[config.mk]
export PLATFORM = sky130hd
export DESIGN_NAME = data_decrypt_framer
export DESIGN_NICKNAME = d
export VERILOG_FILES = /design/src/rtl/data_decrypt_framer_pkg.sv /design/src/rtl/data_descrambler.sv /design/src/rtl/data_decrypt_framer.sv
export SDC_FILE = /design/constraint.sdc
export NUM_CORES = 1
export LEC_CHECK = 0
export ABC_CLOCK_PERIOD_IN_PS = 1600
export BUFFER_PORTS_ARGS = -buffer_cell sky130_fd_sc_hd__buf_2
export CORE_MARGIN = 5
export CORE_UTILIZATION = 51
export CTS_CLUSTER_DIAMETER = 120
export DETAILED_ROUTE_END_ITERATION = 8
export GPL_ROUTABILITY_DRIVEN = 1
export GPL_TIMING_DRIVEN = 0
export PLACE_DENSITY = 0.73
export SYNTH_ARGS = -nofsm -noshare
export SYNTH_HDL_FRONTEND = slang
export SYNTH_SLANG_ARGS = --single-unit
[constraint.sdc]
create_clock -name i_clk -period 1.6 [get_ports i_clk]
set_input_delay 0.16 -clock i_clk [delete_from_list [all_inputs] [get_ports i_clk]]
set_output_delay 0.16 -clock i_clk [all_outputs]
set_load 0.01 [all_outputs]
[src/rtl/data_decrypt_framer_pkg.sv]
// Shared definitions for the receive-side decrypt framer: FSM states, scrambler taps
// and the default frame alignment byte.
package data_decrypt_framer_pkg;

  typedef enum logic [1:0] {
    ST_HUNT  = 2'd0,
    ST_CHECK = 2'd1,
    ST_LOCK  = 2'd2
  } frm_state_e;

  // Polynomial 1 + x^4 + x^7
  localparam int SCR_TAP_A = 4;
  localparam int SCR_TAP_B = 7;

  localparam logic [7:0] DEF_SYNC_WORD = 8'hA5;

endpackage

[src/rtl/data_descrambler.sv]
// Self-synchronising descrambler for 1 + x^4 + x^7; o_bit is the combinational
// descrambled version of the code bit presented this cycle.
module data_descrambler
  import data_decrypt_framer_pkg::*;
(
  input  logic i_clk,
  input  logic i_rst_n,
  input  logic i_code,
  output logic o_bit
);

  logic [SCR_TAP_B-1:0] sr;

  always_ff @(posedge i_clk or negedge i_rst_n) begin
    if (!i_rst_n) sr <= '0;
    else          sr <= {sr[SCR_TAP_B-2:0], i_code};
  end

  assign o_bit = i_code ^ sr[SCR_TAP_A-1] ^ sr[SCR_TAP_B-1];

endmodule

[src/rtl/data_decrypt_framer.sv]
// Receive framer: descrambles the serial code stream, hunts for SYNC_WORD, locks with
// hysteresis and emits payload bytes while locked.
module data_decrypt_framer
  import data_decrypt_framer_pkg::*;
#(
  parameter logic [7:0] SYNC_WORD     = DEF_SYNC_WORD,
  parameter int         PAYLOAD_BYTES = 4,
  parameter int         LOCK_CNT      = 2,
  parameter int         MISS_CNT      = 3
) (
  input  logic       i_clk,
  input  logic       i_rst_n,
  input  logic       i_code,
  output logic [7:0] o_data,
  output logic       o_valid,
  output logic       o_locked,
  output logic       o_sync_err
);

  localparam int FRAME = 8 * (PAYLOAD_BYTES + 1);
  localparam int BW    = $clog2(FRAME);
  localparam int CMAX  = (LOCK_CNT > MISS_CNT) ? LOCK_CNT : MISS_CNT;
  localparam int CW    = $clog2(CMAX + 1);

  function automatic logic [CW-1:0] sat_inc(input logic [CW-1:0] v, input logic [CW-1:0] lim);
    return (v >= lim) ? v : v + 1'b1;
  endfunction

  frm_state_e    state, state_n;
  logic [BW-1:0] bit_cnt, bit_cnt_n;
  logic [CW-1:0] good_cnt, good_n;
  logic [CW-1:0] miss_cnt, miss_n;
  logic [6:0]    win;
  logic          d;
  logic [7:0]    cand;
  logic          hit, at_sync, at_byte;
  logic          valid_n, err_n;

  data_descrambler u_descr (
    .i_clk   (i_clk),
    .i_rst_n (i_rst_n),
    .i_code  (i_code),
    .o_bit   (d)
  );

  // The byte completing on this edge includes the bit being sampled now
  assign cand    = {win, d};
  assign hit     = (cand == SYNC_WORD);
  assign at_sync = (bit_cnt == '0);
  assign at_byte = (bit_cnt[2:0] == 3'd0) && !at_sync;

  always_ff @(posedge i_clk or negedge i_rst_n) begin
    if (!i_rst_n) state <= ST_HUNT;
    else          state <= state_n;
  end

  always_comb begin
    state_n   = state;
    bit_cnt_n = (bit_cnt == BW'(FRAME - 1)) ? '0 : bit_cnt + 1'b1;
    good_n    = good_cnt;
    miss_n    = miss_cnt;
    valid_n   = 1'b0;
    err_n     = 1'b0;
    case (state)
      ST_HUNT: begin
        bit_cnt_n = '0;
        if (hit) begin
          bit_cnt_n = BW'(1);
          good_n    = CW'(1);
          miss_n    = '0;
          state_n   = (LOCK_CNT == 1) ? ST_LOCK : ST_CHECK;
        end
      end
      ST_CHECK: begin
        if (at_sync) begin
          if (hit) begin
            good_n = sat_inc(good_cnt, CW'(LOCK_CNT));
            if (good_n >= CW'(LOCK_CNT)) begin
              state_n = ST_LOCK;
              miss_n  = '0;
            end
          end else begin
            state_n = ST_HUNT;
          end
        end
      end
      ST_LOCK: begin
        if (at_sync) begin
          if (hit) begin
            miss_n = '0;
          end else begin
            err_n  = 1'b1;
            miss_n = sat_inc(miss_cnt, CW'(MISS_CNT));
            if (miss_n >= CW'(MISS_CNT)) state_n = ST_HUNT;
          end
        end else if (at_byte) begin
          valid_n = 1'b1;
        end
      end
      default: state_n = ST_HUNT;
    endcase
  end

  always_ff @(posedge i_clk or negedge i_rst_n) begin
    if (!i_rst_n) begin
      bit_cnt    <= '0;
      good_cnt   <= '0;
      miss_cnt   <= '0;
      win        <= '0;
      o_data     <= '0;
      o_valid    <= 1'b0;
      o_locked   <= 1'b0;
      o_sync_err <= 1'b0;
    end else begin
      bit_cnt    <= bit_cnt_n;
      good_cnt   <= good_n;
      miss_cnt   <= miss_n;
      win        <= cand[6:0];
      o_valid    <= valid_n;
      o_sync_err <= err_n;
      o_locked   <= (state_n == ST_LOCK);
      if (valid_n) o_data <= cand;
    end
  end

endmodule

# [After elaboration in Yosys (flattened, before gate mapping)]
# Index checks and enable logic that the tools add are counted.
[totals] ff_bits=37 in_bits=3 out_inout_bits=11 wordCells=68
[classes] add_sub_neg=3 n_lt_le_gt_ge=4 eq_ne=10 n_mux=30 bitwise=2 reduce_logical=9
[op_table] op="$mux W2" n=18
[op_table] op="$mux W6" n=2
[op_table] op="$pmux W2 S3" n=2
[op_table] op="$ne A2 B2 Y1 const B" n=5
[op_table] op="$eq A8 B8 Y1 const B" n=1
[op_table] op="$ge A2 B2 Y1 const B" n=4
[op_table] op="$mux W1" n=7
[op_table] op="$add A6 B1 Y6 const B" n=1
[op_table] op="$eq A6 B6 Y1 const B" n=1
[op_table] op="$logic_not A6 Y1" n=1
[op_table] op="$reduce_and A6 Y1" n=1
[op_table] op="$add A2 B1 Y2 const B" n=2
[op_table] op="$eq A2 B2 Y1 const B" n=2
[op_table] op="$pmux W2 S2" n=1
[op_table] op="$reduce_and A4 Y1" n=1
[op_table] op="$logic_not A3 Y1" n=1
[op_table] op="$reduce_bool A3 Y1" n=1
[op_table] op="$eq A2 B1 Y1 const B" n=1
[op_table] op="$logic_not A2 Y1" n=1
[op_table] op="$reduce_bool A2 Y1" n=1
[op_table] op="$xor A1 B1 Y1" n=2
[op_table] op="$logic_and A1 B1 Y1" n=1
[op_table] op="$logic_not A1 Y1" n=1

# [Logic depth before layout (Yosys ltp)]
[logic_depth] depth_word=8 ltp_mapped=6 ltp_nobuf=6

# [Cells and area by module]
# Synthesis repeated with hierarchy kept, for this count alone.
[hier_totals] hier_cells=114 hier_area_um2=1488.9
[modules_own_cells] module="data_decrypt_framer" instances=1 cells_per_inst=106 area_per_inst_um2=1290.0 seq_area_each_um2=750.7
[modules_own_cells] module="data_descrambler" instances=1 cells_per_inst=8 area_per_inst_um2=198.9 seq_area_each_um2=175.2

# [Least setup slack after synthesis]
# OpenSTA, ideal clock, no wires.
[synth_timing] path_type="register to register" start="register bit_cnt[0]" end="register o_data[0]" setup_time_ps=125 arrival_ps=1527 required_ps=1475 slack_ps=-52 path_stages_with_launch=7 n_path_buf=1 period_less_slack_ps=1652 path_cell_list="dfrtp_1 -> inv_1 -> ha_1 -> nor2b_1 -> or3b_1 -> buf_6 -> mux2_4"
[synth_via] elab_chain_len=6
[synth_rtl] item="start, declared" line_no="data_decrypt_framer.sv:30" text="logic [BW-1:0] bit_cnt, bit_cnt_n;"
[synth_rtl] item="start signal, assigned" line_no="data_decrypt_framer.sv:115" text="bit_cnt <= bit_cnt_n;"
[synth_rtl] item="$logic_not A6 Y1" line_no="data_decrypt_framer.sv:49" text="assign at_sync = (bit_cnt == '0);"
[synth_rtl] item="$logic_not A1 Y1" line_no="data_decrypt_framer.sv:50" text="assign at_byte = (bit_cnt[2:0] == 3'd0) && !at_sync;"
[synth_rtl] item="$logic_and A1 B1 Y1" line_no="data_decrypt_framer.sv:50"
[synth_rtl] item="$mux W1" line_no="data_decrypt_framer.sv:96" text="end else if (at_byte) begin"
[synth_rtl] item="$mux W1 *" line_no="data_decrypt_framer.sv:88" text="if (at_sync) begin"
[synth_rtl] item="$mux W1 *" line_no="data_decrypt_framer.sv:64" text="case (state)"
[synth_rtl] item="end signal, assigned" line_no="data_decrypt_framer.sv:122" text="if (valid_n) o_data <= cand;"
[synth_rtl] item="end, declared" line_no="data_decrypt_framer.sv:14" text="output logic [7:0] o_data,"
# Mark *: on every way between the ends. The rest lies on a longest branch, timed or not.
# A chain may end at the register's enable or synchronous reset.

# [Worst setup path in the final report]
[layout_timing] start="register bit_cnt[1]" end="register o_data[2]"
# Same word-level chain as after synthesis.

==> flow_metrics.tcl <==
set metrics [dict create \
    outcome "complete, but fails checks" \
    failed_checks "setup timing" \
    async_flop_share 1.00 \
    port_buffers 13 \
    synth-seq-cells 37 \
    maxCapViolations 0 \
    clock_skew_ns 0.0156 \
    chipHeight_um 65.0 \
    p_leak_nw 0.874 \
    core_um2 2980 \
    cts-buffers-inserted 5 \
    layout-drive-gt1-share 0.392 \
    cp.required_ns 1.82 \
    reg2regPathDepth 6 \
    finalCritPeriodShare 1.08 \
    areaGrowthSynthToFinish_pct 22.0 \
    ff2ff_setup_slack_ns -0.13 \
    synth_edf_count 0 \
    grt_max_degree 38 \
    clkTransAtPathRegs_ns 0.12 \
    worstHoldEndpoint "win[0]" \
    avgSynthCellArea_um2 13.4 \
    rsz0062_at_grt "true" \
    antenna_left 0 \
    timing.rr.end "o_data[2]" \
    place_hpwl_mm 1.77 \
    ys.flop_type "dfrtp_1" \
    core.rowCount 20 \
    grt_pass1_vias 1049 \
    net-switching-power_mw 0.417 \
    cts_root_buf "clkbuf_4" \
    globalplace.congestion 0.811 \
    min_from "i_code" \
    worstSetupPathType "reg2reg" \
    via_per_inst 5.55 \
    end_kind "flip-flop" \
    syn_area_um2 1540 \
    final_nets 149 \
    cp_max_fo 5 \
    clkLatencyLatePin_ns 0.34 \
    yosysSeqAreaShare 0.600 \
    total_power_mw 1.88 \
    fin_ws_ns -0.128 \
    cts_max_path_buffers 2 \
    fin_cells 176 \
    worst_hold_path_type "in2reg" \
    rr_startpoint "bit_cnt[1]" \
    die_area_um2 4230 \
    firstDrtPassIters 4 \
    min_path_cells 2 \
    p_seq_frac 0.557 \
    synth_nets 122 \
    p_clk_frac 0.360 \
    cts_sinks 37 \
    vdd_drop_max_mv 0.431 \
    post-route-drc-count 0 \
    cts_tree "yes" \
    hold_viol_final 0 \
    totalWireLength_mm 2.81 \
    yosysWarningCount 0 \
    cell_internal_pwr_mw 1.46 \
    antenna_found_initial 0 \
    p_per_area_nw_per_um2 997 \
    cts_max_level 2 \
    antenna_cells 0 \
    yosysUniqueCellTypes 37 \
    synthCells 115 \
    grt_pass1_wl_mm 4.77 \
    finalSetupViolCount 9 \
    p_comb_frac 0.082 \
    critPathArrivalTime_ns 1.95 \
    critPathLaunchType "flip-flop" \
    max_freq_mhz 579 \
    ioPinCount 14 \
    initialDrtViolationCount 48 \
    post_drt_wl_per_cell_um 16.0 \
    grt-ovfl-total 0 \
    slew_headroom 0.481 \
    fin_crit_ns 1.73 \
    dieWidth_um 65.0 \
    p_sw_frac 0.222 \
    place_inst 161 \
    grt_use_total 0.153 \
    vias 976 \
    start_util 0.518 \
    drv_slew 0 \
    tightest_slew_ns 0.778 \
]
[metrics by stage]
step	setup WS, ns	hold slack (ns)	instance area [um^2]	utilization	setup TNS [ns]
after floorplan	-0.0185	-0.136	1550	-	-0.148
after global placement	-0.154	0.263	1660	0.557	-0.809
after detailed placement	-0.232	0.280	1660	0.557	-1.22
after CTS	-0.0867	0.256	1810	0.608	-0.643
after global routing	-0.178	0.288	1880	0.632	-1.66
final	-0.128	0.282	1880	0.632	-0.978
[cells in the mapped netlist (all sizes together) (2+ instances only)]
cell type / instances / area [um^2]
inv: 8 / 30.0
a211oi: 2 / 15.0
or2b: 2 / 15.0
nor2b: 3 / 18.8
xor2: 3 / 26.3
nand2: 4 / 15.0
nand3: 4 / 20.0
mux2: 9 / 131
o22ai: 2 / 12.5
nor2: 10 / 37.5
nor4: 2 / 12.5
ha: 4 / 50.1
buf: 3 / 30.0
dfrtp: 37 / 926
nand2b: 3 / 28.8
xnor2: 2 / 17.5
[final cells by class]
| class | instances | area [um^2] |
|---|---|---|
| Fill cell | 225 | 1090 |
| Sequential cell | 37 | 926 |
| Multi-Input combinational cell | 67 | 644 |
| Timing Repair Buffer | 20 | 126 |
| Clock buffer | 7 | 55.1 |
| Tap cell | 33 | 41.3 |
| Clock inverter | 1 | 30.0 |
| Buffer | 3 | 30.0 |
| Inverter | 8 | 30.0 |
[registers in the layout, indices dropped and copies added, names as in the netlist]
register,flops
bit_cnt,6
win,7
miss_cnt,2
u_descr.sr,7
o_data,8
state,2
o_sync_err,1
o_locked,1
o_valid,1
good_cnt,2
[how the worst max path moves through the flow]
stage / cells past startpoint / endpoint / from
6_report: 6 / o_data[2] / bit_cnt[1]
5_1_grt: 6 / o_data[2] / bit_cnt[1]
4_1_cts: 6 / o_data[2] / bit_cnt[0]
3_5_place_dp: 4 / miss_cnt[0] / win[2]
3_3_place_gp: 4 / miss_cnt[0] / win[2]
2_1_floorplan: 6 / o_data[0] / bit_cnt[0]
[placed cells by master, fill, tap and decap left out, types with 2 or more instances in the layout]
cell type,n
xor2_1,3
dlygate4sd3_1,2
nor2b_1,2
nor2_1,9
buf_4,5
o22ai_1,2
xnor2_1,2
inv_1,6
clkbuf_4,5
nand2_1,4
buf_2,13
nand3_1,3
nand2b_4,2
or2b_1,2
mux2_4,9
buf_6,3
ha_1,3
dfrtp_1,37
inv_2,2
[power by group through the flow]
stage | registers, mW | logic [mW] | clock network, mW
2_1_floorplan | 1.07 | 0.0671 | 0
3_3_place_gp | 1.06 | 0.141 | 0
3_5_place_dp | 1.06 | 0.143 | 0
4_1_cts | 1.05 | 0.153 | 0.690
5_1_grt | 1.06 | 0.167 | 0.742
6_report | 1.05 | 0.155 | 0.676
[repair_timing]
| item | 4_1_cts | 5_1_grt |
|---|---|---|
| buffers inserted | 2 | 2 |
| hold buffers | 2 | 0 |
| endpoints found under the setup margin | 14 | 14 |
| endpoints found under the hold margin | 38 | 0 |
| gates resized for setup | 7 | 13 |
| cloned | 0 | 1 |
| pin swaps | 2 | 4 |
[critical path, cell delays in order (launching register included)]
cell and delay (ns):
dfrtp_1 0.42, inv_2 0.08, ha_4 0.12, nor2b_4 0.14, or3b_4 0.41, buf_6 0.15
mux2_4 0.29
[logic make-up after synthesis]
logic type                 synth area share
DFF                                   0.600
adders and majority gates            0.0324
muxes                                0.0851
and+or+nand+nor                       0.130
xor gates and xnor gates             0.0446
buffers and inverters                0.0389
AOI/OAI and AO/OA                    0.0697
[layer usage]
metal,wire (um),GRT usage,share of wire,vias to the layer above
li1,-,-,-,447
met1,1210,0.172,0.43,498
met2,1390,0.253,0.50,23
met3,131,0.0468,0.047,8
met4,80,0.0959,0.028,0
met5,0,0,0,-
No activity file was read; power rests on OpenSTA's default activity.
